$ cat src/rtl/camera_capture_ctrl.sv
// Single-frame camera capture sequencer: RGB565 byte pairs -> 16-bit pixels at linear frame-buffer addresses.
// Optional continuous capture while the shutter is held: define CAPTURE_CONTINUOUS_EN.
`timescale 1ns/1ps
module camera_capture_ctrl #(
    parameter int H_PIXELS = 320,
    parameter int V_LINES  = 240,
    parameter int ADDR_W   = 17
) (
    input  logic              clk,
    input  logic              reset,
    input  logic              shutter,
    input  logic              href,
    input  logic              vsync,
    input  logic [7:0]        data,
    output logic              wr_en,
    output logic [ADDR_W-1:0] wr_addr,
    output logic [15:0]       wr_data,
    output logic              busy,
    output logic              frame_done,
    output logic              frame_err
);

    localparam int BYTES_PER_LINE = 2 * H_PIXELS;
    localparam int BCNT_W = $clog2(BYTES_PER_LINE + 2);
    localparam int LCNT_W = $clog2(V_LINES + 1);
    localparam logic [BCNT_W-1:0] LINE_BYTES = BCNT_W'(BYTES_PER_LINE);
    localparam logic [BCNT_W-1:0] BCNT_MAX   = BCNT_W'(BYTES_PER_LINE + 1);
    localparam logic [LCNT_W-1:0] LINES      = LCNT_W'(V_LINES);
    localparam logic [ADDR_W-1:0] LAST_ADDR  = ADDR_W'(H_PIXELS * V_LINES - 1);

    typedef enum logic [2:0] {
        S_IDLE    = 3'd0,
        S_ARM     = 3'd1,
        S_VBLANK  = 3'd2,
        S_CAPTURE = 3'd3,
        S_DONE    = 3'd4
    } state_t;

    state_t              state_q;
    logic [2:0]          sh_sync_q;
    logic                vsync_q;
    logic                href_q;
    logic                phase_q;
    logic [7:0]          hi_byte_q;
    logic [BCNT_W-1:0]   byte_cnt_q;
    logic [LCNT_W-1:0]   line_cnt_q;
    logic                full_q;
    logic                wr_en_q;
    logic [ADDR_W-1:0]   wr_addr_q;
    logic [15:0]         wr_data_q;
    logic                busy_q;
    logic                frame_done_q;
    logic                frame_err_q;

    logic                sh_rise;
    logic                vs_rise;
    logic                vs_fall;
    logic                href_fall;
    logic [LCNT_W-1:0]   line_cnt_d;
    logic                line_bad;
    logic                frame_end;
    logic                short_frame;

    // A line that closes together with a vsync rise is counted before the frame-end decision.
    assign sh_rise     = sh_sync_q[1] & ~sh_sync_q[2];
    assign vs_rise     = vsync & ~vsync_q;
    assign vs_fall     = ~vsync & vsync_q;
    assign href_fall   = href_q & ~href;
    assign line_cnt_d  = href_fall ? (line_cnt_q + LCNT_W'(1)) : line_cnt_q;
    assign line_bad    = href_fall & (byte_cnt_q != LINE_BYTES);
    assign frame_end   = (line_cnt_d == LINES) | vs_rise;
    assign short_frame = vs_rise & (line_cnt_d < LINES);

    // Capture sequencer with all outputs registered.
    always_ff @(posedge clk or posedge reset) begin
        if (reset) begin
            state_q      <= S_IDLE;
            sh_sync_q    <= 3'b000;
            vsync_q      <= 1'b0;
            href_q       <= 1'b0;
            phase_q      <= 1'b0;
            hi_byte_q    <= 8'h00;
            byte_cnt_q   <= '0;
            line_cnt_q   <= '0;
            full_q       <= 1'b0;
            wr_en_q      <= 1'b0;
            wr_addr_q    <= '0;
            wr_data_q    <= 16'h0000;
            busy_q       <= 1'b0;
            frame_done_q <= 1'b0;
            frame_err_q  <= 1'b0;
        end else begin
            sh_sync_q    <= {sh_sync_q[1:0], shutter};
            vsync_q      <= vsync;
            href_q       <= href;
            frame_done_q <= 1'b0;
            wr_en_q      <= 1'b0;
            // Address saturates at the last pixel; full_q then blocks further writes.
            if (wr_en_q) begin
                if (wr_addr_q == LAST_ADDR) begin
                    full_q <= 1'b1;
                end else begin
                    wr_addr_q <= wr_addr_q + ADDR_W'(1);
                end
            end
            case (state_q)
                S_IDLE: begin
                    if (sh_rise) begin
                        state_q     <= S_ARM;
                        busy_q      <= 1'b1;
                        frame_err_q <= 1'b0;
                        wr_addr_q   <= '0;
                        full_q      <= 1'b0;
                        line_cnt_q  <= '0;
                        byte_cnt_q  <= '0;
                        phase_q     <= 1'b0;
                    end else begin
                        busy_q <= 1'b0;
                    end
                end
                S_ARM: begin
                    if (vsync) begin
                        state_q <= S_VBLANK;
                    end
                end
                S_VBLANK: begin
                    if (vs_fall) begin
                        state_q <= S_CAPTURE;
                    end
                end
                S_CAPTURE: begin
                    if (href) begin
                        phase_q <= ~phase_q;
                        if (byte_cnt_q != BCNT_MAX) begin
                            byte_cnt_q <= byte_cnt_q + BCNT_W'(1);
                        end
                        if (!phase_q) begin
                            hi_byte_q <= data;
                        end else if (full_q) begin
                            frame_err_q <= 1'b1;
                        end else begin
                            wr_en_q   <= 1'b1;
                            wr_data_q <= {hi_byte_q, data};
                        end
                    end else if (href_fall) begin
                        phase_q    <= 1'b0;
                        byte_cnt_q <= '0;
                        line_cnt_q <= line_cnt_d;
                        if (line_bad) begin
                            frame_err_q <= 1'b1;
                        end
                    end
                    if (frame_end) begin
                        state_q      <= S_DONE;
                        frame_done_q <= 1'b1;
                        if (short_frame) begin
                            frame_err_q <= 1'b1;
                        end
                    end
                end
                S_DONE: begin
`ifdef CAPTURE_CONTINUOUS_EN
                    if (sh_sync_q[1]) begin
                        state_q     <= S_VBLANK;
                        frame_err_q <= 1'b0;
                        wr_addr_q   <= '0;
                        full_q      <= 1'b0;
                        line_cnt_q  <= '0;
                        byte_cnt_q  <= '0;
                        phase_q     <= 1'b0;
                    end else begin
                        state_q <= S_IDLE;
                        busy_q  <= 1'b0;
                    end
`else
                    state_q <= S_IDLE;
                    busy_q  <= 1'b0;
`endif
                end
                default: begin
                    state_q <= S_IDLE;
                    busy_q  <= 1'b0;
                end
            endcase
        end
    end

    assign wr_en      = wr_en_q;
    assign wr_addr    = wr_addr_q;
    assign wr_data    = wr_data_q;
    assign busy       = busy_q;
    assign frame_done = frame_done_q;
    assign frame_err  = frame_err_q;

endmodule

$ cat config.mk
export PLATFORM = sky130hd
export DESIGN_NAME = camera_capture_ctrl
export DESIGN_NICKNAME = d
export VERILOG_FILES = /design/src/rtl/camera_capture_ctrl.sv
export SDC_FILE = /design/constraint.sdc
export NUM_CORES = 1
export LEC_CHECK = 0
export BUFFER_PORTS_ARGS = -buffer_cell sky130_fd_sc_hd__buf_2
export CORE_AREA = 2 2 97 99
export DETAILED_ROUTE_END_ITERATION = 7
export DIE_AREA = 0 0 99 101
export PLACE_DENSITY = 0.6
export SLEW_MARGIN = 20
export SYNTH_ARGS = -nofsm -noshare
export SYNTH_HDL_FRONTEND = slang
export SYNTH_SLANG_ARGS = --single-unit
export TNS_END_PERCENT = 5
$ cat constraint.sdc
create_clock -name clk -period 3.2 [get_ports clk]
set_clock_uncertainty 0.15 [all_clocks]
set_input_delay 0.48 -clock clk [delete_from_list [all_inputs] [get_ports clk]]
set_output_delay 0.48 -clock clk [all_outputs]
set_load 0.05 [all_outputs]
==> summary.md, run 1 <==
| Metric | Value |
|---|---|
| Largest stage delay on the critical path | `690 ps` |
| DRT iter0 DRCs | `126` |
| Crit end category | `register` |
| Total die area | `0.0100 mm²` |
| Int Power | `1.93 mW` |
| Max VDD drop | `around 0.00050 V` |
| Final Hold Vio Count | `0` |
| Avg Inst Size Synth | `11.1 µm²` |
| Crit path launch | `wr_addr[0]$_DFF_PP0_` |
| CTS resizes | `0` |
| Hold WS | `89.7 ps` |
| Placer Congestion | `~0.86` |
| Lkg Pwr | `1.89 nW` |
| Share of post-route cells with drive strength above 1 | `28.8%` |
| Logic pwr share | `a little over a third` |
| Clk root buf | `clkbuf_8` |
| Ys async rst share | `between 90% and 100%` |
| Post-synthesis net count | `~330` |
| Detail Route Antenna Nets | `0` |
| Sequence of cells on the critical path | `ha_1, inv_1, or4_1, o2111ai_1, xor2_1, nor2_1` |
| Sequential element share of the synthesized area | `about 52%` |
| Synth top cells by count | `dfrtp_1 (73), nor2_1 (30), mux2_2 (25)` |
| IO Count | `50` |
| Slowest cell on the critical path | `or4_1` |
| Slew @ Worst Pin | `915 ps` |
| Power Total | `roughly 3.3 mW` |
| Post-Synth Simple-Gate Area | `19.4%` |
| Reg power frac | `41.1%` |
| HP Class | `input pin to register` |
| Clk_lat worst skew | `~350 ps` |
| Min-delay src | `shutter` |
| First-pass GRT wire length | `11900 µm` |
| Clock share of power | `23.2%` |
| Largest net degree at the start of global routing | `between 70 and 80` |
| Routed wire length | `approximately 7000 µm` |
| Fin. max-slew vios | `0` |
| Reg-to-Reg Start | `wr_addr[0]$_DFF_PP0_` |
| Crit path buf inv count | `1` |
| Sum Neg Setup Slack | `0 ps` |
| Top_reg_cell synth | `dfrtp_1` |
| Synthesis-stage register bit count | `73` |
| Ant diodes | `0` |
| Die height | `between 100 and 150 µm` |
| Yosys top cell area share | `52.3%` |
| Setup CP Type | `register to register` |
| Mux cell area share after synthesis | `under 10%` |
| Kind of start point of the critical path | `register` |
| I/O Buffers | `49` |
| Switching share of total power | `41.4%` |
| Biggest area consumer among synthesized cells | `dfrtp_1` |
| Main combinational cell family by area after synthesis | `simple AND/OR/NAND/NOR gates` |
| Crit path DAT | `2390 ps` |
| CP Max Fanout | `8` |
| Final Cell Area | `just over 0.004 mm²` |
| Minimum clock period after layout | `roughly 2300 ps` |
| Nets | `between 300 and 400` |
| Placed Area | `0.00385 mm²` |
| Most common cell in the netlist | `dfrtp_1` |
| Status | `finished, final reports clean` |
| CTS sink count | `73` |
| Post-synthesis xor/xnor area fraction | `under 10%` |
| DR DRC count | `0` |
| Cell Rows | `35` |
| CTS tree | `built` |
| Postcts setup bufs | `0` |
| Syn Inst Count | `316` |
| FMAX | `433 MHz` |
| Routed length per instance | `14.6 µm` |
| Routed vias/inst | `5.25` |
| First-pass detailed-route iteration total | `5` |
| Core area | `0.00898 mm²` |
| Cell area after synthesis | `0.00349 mm²` |
| Hold-fix buffers, CTS | `0` |
| Max clock buf depth | `2` |
| Adder-cell share of the synthesized area | `1.79%` |
| Pwr dens | `between 800 and 900 mW/mm²` |
| Final setup viols | `0` |
| Antenna violations before repair | `0` |
| H-tree levels | `3` |
| Switching power | `1.36 mW` |
| CTS clk-pin slew, worst paths | `90 ps` |
| Layout Utilization | `between 40% and 50%` |
| Crit share post-route | `between 70 and 80%` |
| GRT Residual Overflow | `0` |
| Num CTS Buffers | `9` |
| GRT Util Overall | `14.9%` |
| Initial Util | `38.9%` |
| Data required, critical path | `~3300 ps` |
| Vias in the first global route | `2434` |
| Die width | `between 90 and 100 µm` |
| CP top delay family | `simple AND/OR/NAND/NOR gates` |
| Via count | `around 2600` |
| Synth cell types | `50` |
| Max-cap viol count | `0` |
| RSZ-0062 raised after global routing | `false` |
| Area delta synth->final | `16.3%` |
| EDFF count, synth | `0` |
| Synth area leaders | `dfrtp_1 (52%), mux2_2 (8.1%), xor2_1 (4.3%), nor2_1 (3.2%), nand3_1 (2.7%)` |
| Dpl hpwl | `4890 µm` |
| Yosys Warn Count | `0` |
| Synth Area in Compound Gates | `under 10%` |
| Rel. slew slack | `39.0%` |
## metal layers
| metal | global-route usage (%) | share of wire (%) |
|---|---|---|
| met1 | 20.4 | 48 |
| met2 | 22.9 | 45 |
| met3 | 3.19 | 5.0 |
| met4 | 6.74 | 1.6 |
| met5 | 0 | 0 |
## cell type report
| class | count | area (µm²) |
|---|---|---|
| tap | 111 | 139 |
| inverter | 6 | 22.5 |
| fill | 829 | 4920 |
| clock buffer | 10 | 138 |
| timing repair buffer | 53 | 275 |
| clock inverter | 6 | 73.8 |
| sequential | 73 | 1830 |
| multi-input combinational | 227 | 1590 |
## cells by family (layout without fill, tap and decap cells)
kind of cell | count (synthesis) | count (layout)
xor gates and xnor gates | 21 | 21
buffers and inverters | 16 | 75
muxes | 29 | 29
AOI/OAI and AO/OA | 49 | 49
DFF | 73 | 73
and+or+nand+nor | 123 | 123
adders and majority gates | 5 | 5
## path summary, 6_finish.rpt
kind / depth (start not counted) / end / slack, ps
worst min-delay path: 1 / sh_sync_q[0]$_DFF_PP0_ / 90
min in group asynchronous: 3 / byte_cnt_q[6]$_DFFE_PP0P_ / 250
worst max-delay path: 6 / wr_addr[5]$_DFF_PP0_ / 890
worst max register to register: 6 / wr_addr[5]$_DFF_PP0_ / 890
max in group asynchronous: 3 / wr_data[12]$_DFFE_PP0P_ / 2060
worst min register to register: 0 / sh_sync_q[1]$_DFF_PP0_ / 200
## power groups by stage
stage                     Combinational (mW)  Clock (mW)  Sequential [mW]
after global routing                    1.26       0.823             1.39
after floorplan                        0.517           0             1.76
after global placement                  1.17           0             1.35
final                                   1.17       0.765             1.35
after CTS                               1.19       0.786             1.35
after detailed placement                1.19           0             1.37
## flip-flops by register name, indices dropped and copies added (netlist names), 3 cells and up
name,count
hi_byte_q,8
state_q,3
wr_data,16
sh_sync_q,3
line_cnt_q,8
wr_addr,17
byte_cnt_q,10
## metrics by stage
step	worst slack (ps)	std cells
after floorplan	717	316
after global placement	994	470
after detailed placement	910	470
after CTS	893	486
after global routing	779	486
final	888	486
## cell usage in the layout (no fill, tap or decap), types with 4 or more instances in the layout
cell type  netlist  routed
dfrtp_1         73      73
buf_2            3      49
nor2_1          30      30
mux2_2          25      25
nand2_1         21      21
nand3_1         19      19
xor2_1          17      17
o21ai_0         12      12
a21oi_1         10      10
clkbuf_8         0      10
and3_1           7       7
nand4_1          6       6
inv_1            6       5
nor3_1           5       5
ha_1             5       5
or2_2            4       4
o31ai_1          4       4
a31oi_1          4       4
xnor2_1          4       4
and2_1           4       4
o211ai_1         4       4
mux2i_1          4       4
buf_4            0       4
No activity file was read; power rests on OpenSTA's default activity.
==> inputs of run 2 (changes only) <==
--- a/config.mk
+++ b/config.mk
@@ -5,11 +5,12 @@
 export SDC_FILE = /design/constraint.sdc
 export NUM_CORES = 1
 export LEC_CHECK = 0
+export ABC_AREA = 1
 export BUFFER_PORTS_ARGS = -buffer_cell sky130_fd_sc_hd__buf_2
-export CORE_AREA = 2 2 97 99
+export CORE_AREA = 2 2 99 101
 export DETAILED_ROUTE_END_ITERATION = 7
-export DIE_AREA = 0 0 99 101
-export PLACE_DENSITY = 0.6
+export DIE_AREA = 0 0 101 103
+export PLACE_DENSITY = 0.62
 export SLEW_MARGIN = 20
 export SYNTH_ARGS = -nofsm -noshare
 export SYNTH_HDL_FRONTEND = slang
==> constraint.sdc (replaced) <==
create_clock -name clk -period 1.9 [get_ports clk]
set_clock_uncertainty 0.15 [all_clocks]
set_input_delay 0.285 -clock clk [delete_from_list [all_inputs] [get_ports clk]]
set_output_delay 0.285 -clock clk [all_outputs]
set_load 0.05 [all_outputs]
==> run 2 against run 1 <==
Against the previous run:
- power increased by 76%
- register-to-register slack got worse by 790 ps
- count of clock-buffer cells in the layout decreased by 1
- via count increased by 24%
- utilization increased by 1.3 points
- synthesized area increased by 4.9%
- largest power group is now combinational cells
- sequential cell count unchanged
- wire length increased by 17%
- highest routed layer unchanged
- maximum frequency increased by 29%
- cell area increased by 8.3%
- combinational power increased by 97%
==> summary.md, run 2 <==
| Metric | Value |
|---|---|
| Synth top cells by count | `nand2_1 (112), dfrtp_1 (73), inv_1 (59)` |
| Max reg flops | `17 (unchanged)` |
| Placed cells | `616 (+31%)` |
| Crit path DAT | `1880 ps (-510 ps)` |
| Dpl hpwl | `5980 µm (+22%)` |
| GRT Util Overall | `16.9% (+2.0 points)` |
| Routed vias/inst | `4.97 (-5.2%)` |
| Avg Inst Size Synth | `8.20 µm² (-26%)` |
| Die width | `101 µm (+2.0%)` |
| Setup CP Type | `register to register` |
| Fin. max-slew vios | `0 (unchanged)` |
| Synth cell types | `34 (-32%)` |
| Max VDD drop | `0.000639 V (+29%)` |
| Top_reg_cell synth | `dfrtp_1` |
| Synth area leaders | `dfrtp_1 (50%), nand2_1 (11%), inv_1 (6.0%), nand3_1 (4.6%), o21ai_0 (4.4%)` |
| Antenna violations before repair | `0 (unchanged)` |
| Biggest area consumer among synthesized cells | `dfrtp_1` |
| EDFF count, synth | `0 (unchanged)` |
| Largest net degree at the start of global routing | `74 (unchanged)` |
| Ys async rst share | `100% (unchanged)` |
| Share of post-route cells with drive strength above 1 | `22.0% (-6.8 points)` |
| Clk_lat worst skew | `350 ps (about the same)` |
| Largest stage delay on the critical path | `460 ps (-230 ps)` |
| Pre-CTS setup slack | `-27.0 ps (-937 ps)` |
| Core area | `0.00946 mm² (+5.4%)` |
| H-tree levels | `3 (unchanged)` |
| Cell area after synthesis | `0.00366 mm² (+4.9%)` |
| Final setup viols | `0 (unchanged)` |
| R2R Setup Slk | `100 ps (-790 ps)` |
| GRT Residual Overflow | `0 (unchanged)` |
| Sequence of cells on the critical path | `nor2_4, nand2_2, nor2_4, nor2_2, nor2_2, nand2_2, inv_4, nand2_1, xor2_1, nor2_1` |
| Ant diodes | `0 (unchanged)` |
| Hold path endpoint | `wr_data[6]$_DFFE_PP0P_` |
| FMAX | `556 MHz (+29%)` |
| Lkg Pwr | `2.19 nW (+16%)` |
| Area delta synth->final | `20.1%` |
| Crit share post-route | `94.7% (+22 points)` |
| Max clock buf depth | `2 (unchanged)` |
| RSZ-0062 raised after global routing | `true` |
| Most common cell after layout, fill and taps aside | `nand2_1` |
| Non-filler instance count after layout | `636 (+31%)` |
| Layout Utilization | `46.5% (+1.3 points)` |
| Hold WS | `40.3 ps (-49.4 ps)` |
| Data required, critical path | `1980 ps (-1300 ps)` |
| Vias in the first global route | `3157 (+30%)` |
| First-pass GRT wire length | `14100 µm (+18%)` |
| Max-cap viol count | `0 (unchanged)` |
| Pwr dens | `1320 mW/mm² (+63%)` |
| CTS tree | `built` |
| Crit end category | `register` |
| Detail Route Antenna Nets | `0 (unchanged)` |
| First-pass detailed-route iteration total | `4 (-1)` |
| Nets | `535 (+38%)` |
| Clk root buf | `clkbuf_8` |
| Yosys top cell area share | `49.9% (-2.4 points)` |
| I/O Buffers | `49 (unchanged)` |
| Routed length per instance | `13.0 µm (-11%)` |
| Reg-to-Reg Start | `state_q[0]$_DFFE_PP0P_` |
| Syn Inst Count | `447 (+41%)` |
| Setup ws final | `101 ps (-787 ps)` |
| Cell Rows | `36 (+2.9%)` |
| Most frequent cells in the layout | `nand2_1 (111), dfrtp_1 (72), inv_1 (56), buf_2 (49), nor2_1 (34)` |
| HP Class | `input pin to register` |
| Die height | `103 µm (+2.0%)` |
| Sequential element share of the synthesized area | `49.9% (-2.4 points)` |
| Slew @ Worst Pin | `390 ps (-525 ps)` |
| Kind of start point of the critical path | `register` |
| Post-synthesis net count | `465 (+39%)` |
| IO Count | `50 (unchanged)` |
| Most common cell in the netlist | `nand2_1` |
| Status | `finished, final reports clean` |
| Minimum clock period after layout | `1800 ps (-513 ps)` |
| CTS clk-pin slew, worst paths | `90 ps (about the same)` |
| Total die area | `0.0104 mm² (+4.0%)` |
| Rel. slew slack | `74.0% (+35 points)` |
| DRT iter0 DRCs | `158 (+25%)` |
| Synthesis-stage register bit count | `73 (unchanged)` |
| CP Max Fanout | `13 (+5)` |
| CTS sink count | `73 (unchanged)` |
| Num CTS Buffers | `9 (unchanged)` |
| Final Hold Vio Count | `0 (unchanged)` |
| Via count | `3164 (+24%)` |
| DR DRC count | `0 (unchanged)` |
| R2R cell count | `10 (+4)` |
| Min-delay src | `data[6]` |
| Slowest cell on the critical path | `dfrtp_2` |
| Reg2reg end | `byte_cnt_q[9]$_DFFE_PP0P_` |
| Placer Congestion | `0.862 (+0.49%)` |
| Hold depth | `3 (+2)` |
| Yosys Warn Count | `0 (unchanged)` |
| Routed wire length | `8300 µm (+17%)` |
| Initial Util | `38.7% (-0.17 points)` |
==> run 2: changes by cell type after synthesis, moves of 5 or more <==
cell     delta
o21ai_0    +20
nand2_1    +91
inv_1      +53
o21ai_2     +8
nor2_1      +5
a21oi_1    +11
and3_1      -5
mux2_2     -25
nand3_1    +15
xor2_1      -5
==> run 2: where the power goes <==
group | switching, mW | internal (mW) | leakage [nW]
combinational | 1.66 | 0.642 | 1.12
clock | 0.624 | 0.618 | 0.104
sequential | 0.294 | 1.96 | 0.966
==> run 2: what timing repair did <==
action,in CTS,in global routing
setup endpoints to repair,3,22
pin swaps,0,1
hold endpoints to repair,75,0
resized for setup,2,17
setup buffers,0,1
hold buffers,3,0
==> run 2: cells by family after synthesis <==
family / count (synthesis) / synth area share (%)
AND/OR/NAND/NOR: 212 / 25.8
flip-flops: 73 / 49.9
AO/OA/AOI/OAI: 73 / 11.5
adder cells (fa/ha/maj): 5 / 1.71
XOR/XNOR: 13 / 3.11
buffers and inverters: 71 / 7.99
==> run 2: worst max-delay path: cells and delay by family, from the launching register on <==
family,cells,cell delay (ps)
XOR/XNOR,1,140
buffers and inverters,1,130
flip-flops,1,460
AND/OR/NAND/NOR,8,800
==> run 2: cell type report <==
| type | instances | area (µm²) |
|---|---|---|
| clock buffer | 9 | 124 |
| tap | 114 | 143 |
| sequential | 73 | 1830 |
| inverter | 65 | 255 |
| timing repair buffer | 65 | 385 |
| clock inverter | 7 | 75.1 |
| fill | 961 | 5060 |
| multi-input combinational | 303 | 1590 |
==> run 2: worst max path at each step <==
stage	from	slack, ps	endpoint	depth (start not counted)
detailed placement	state_q[0]$_DFFE_PP0P_	-30	byte_cnt_q[5]$_DFFE_PP0P_	10
floorplan	wr_addr[0]$_DFF_PP0_	-290	wr_addr[0]$_DFF_PP0_	11
CTS	state_q[0]$_DFFE_PP0P_	3	byte_cnt_q[5]$_DFFE_PP0P_	10
finish	state_q[0]$_DFFE_PP0P_	100	byte_cnt_q[9]$_DFFE_PP0P_	10
global route	state_q[0]$_DFFE_PP0P_	-40	byte_cnt_q[5]$_DFFE_PP0P_	10
global placement	wr_addr[1]$_DFF_PP0_	40	wr_addr[4]$_DFF_PP0_	10
==> run 2: routing by layer <==
metal / track usage, % / wire length [µm]
met5: 0 / 0
met3: 3.59 / 338
met4: 6.24 / 147
met2: 28.5 / 3940
met1: 21.6 / 3870
==> run 2: per-stage QoR <==
stage	power (mW)	setup TNS, ps	area [µm²]
CTS	5.81	0	4350
detailed placement	4.53	-27.0	4110
global route	6.21	-119	4400
floorplan	3.96	-1690	3670
global placement	4.47	0	4110
finish	5.81	0	4400
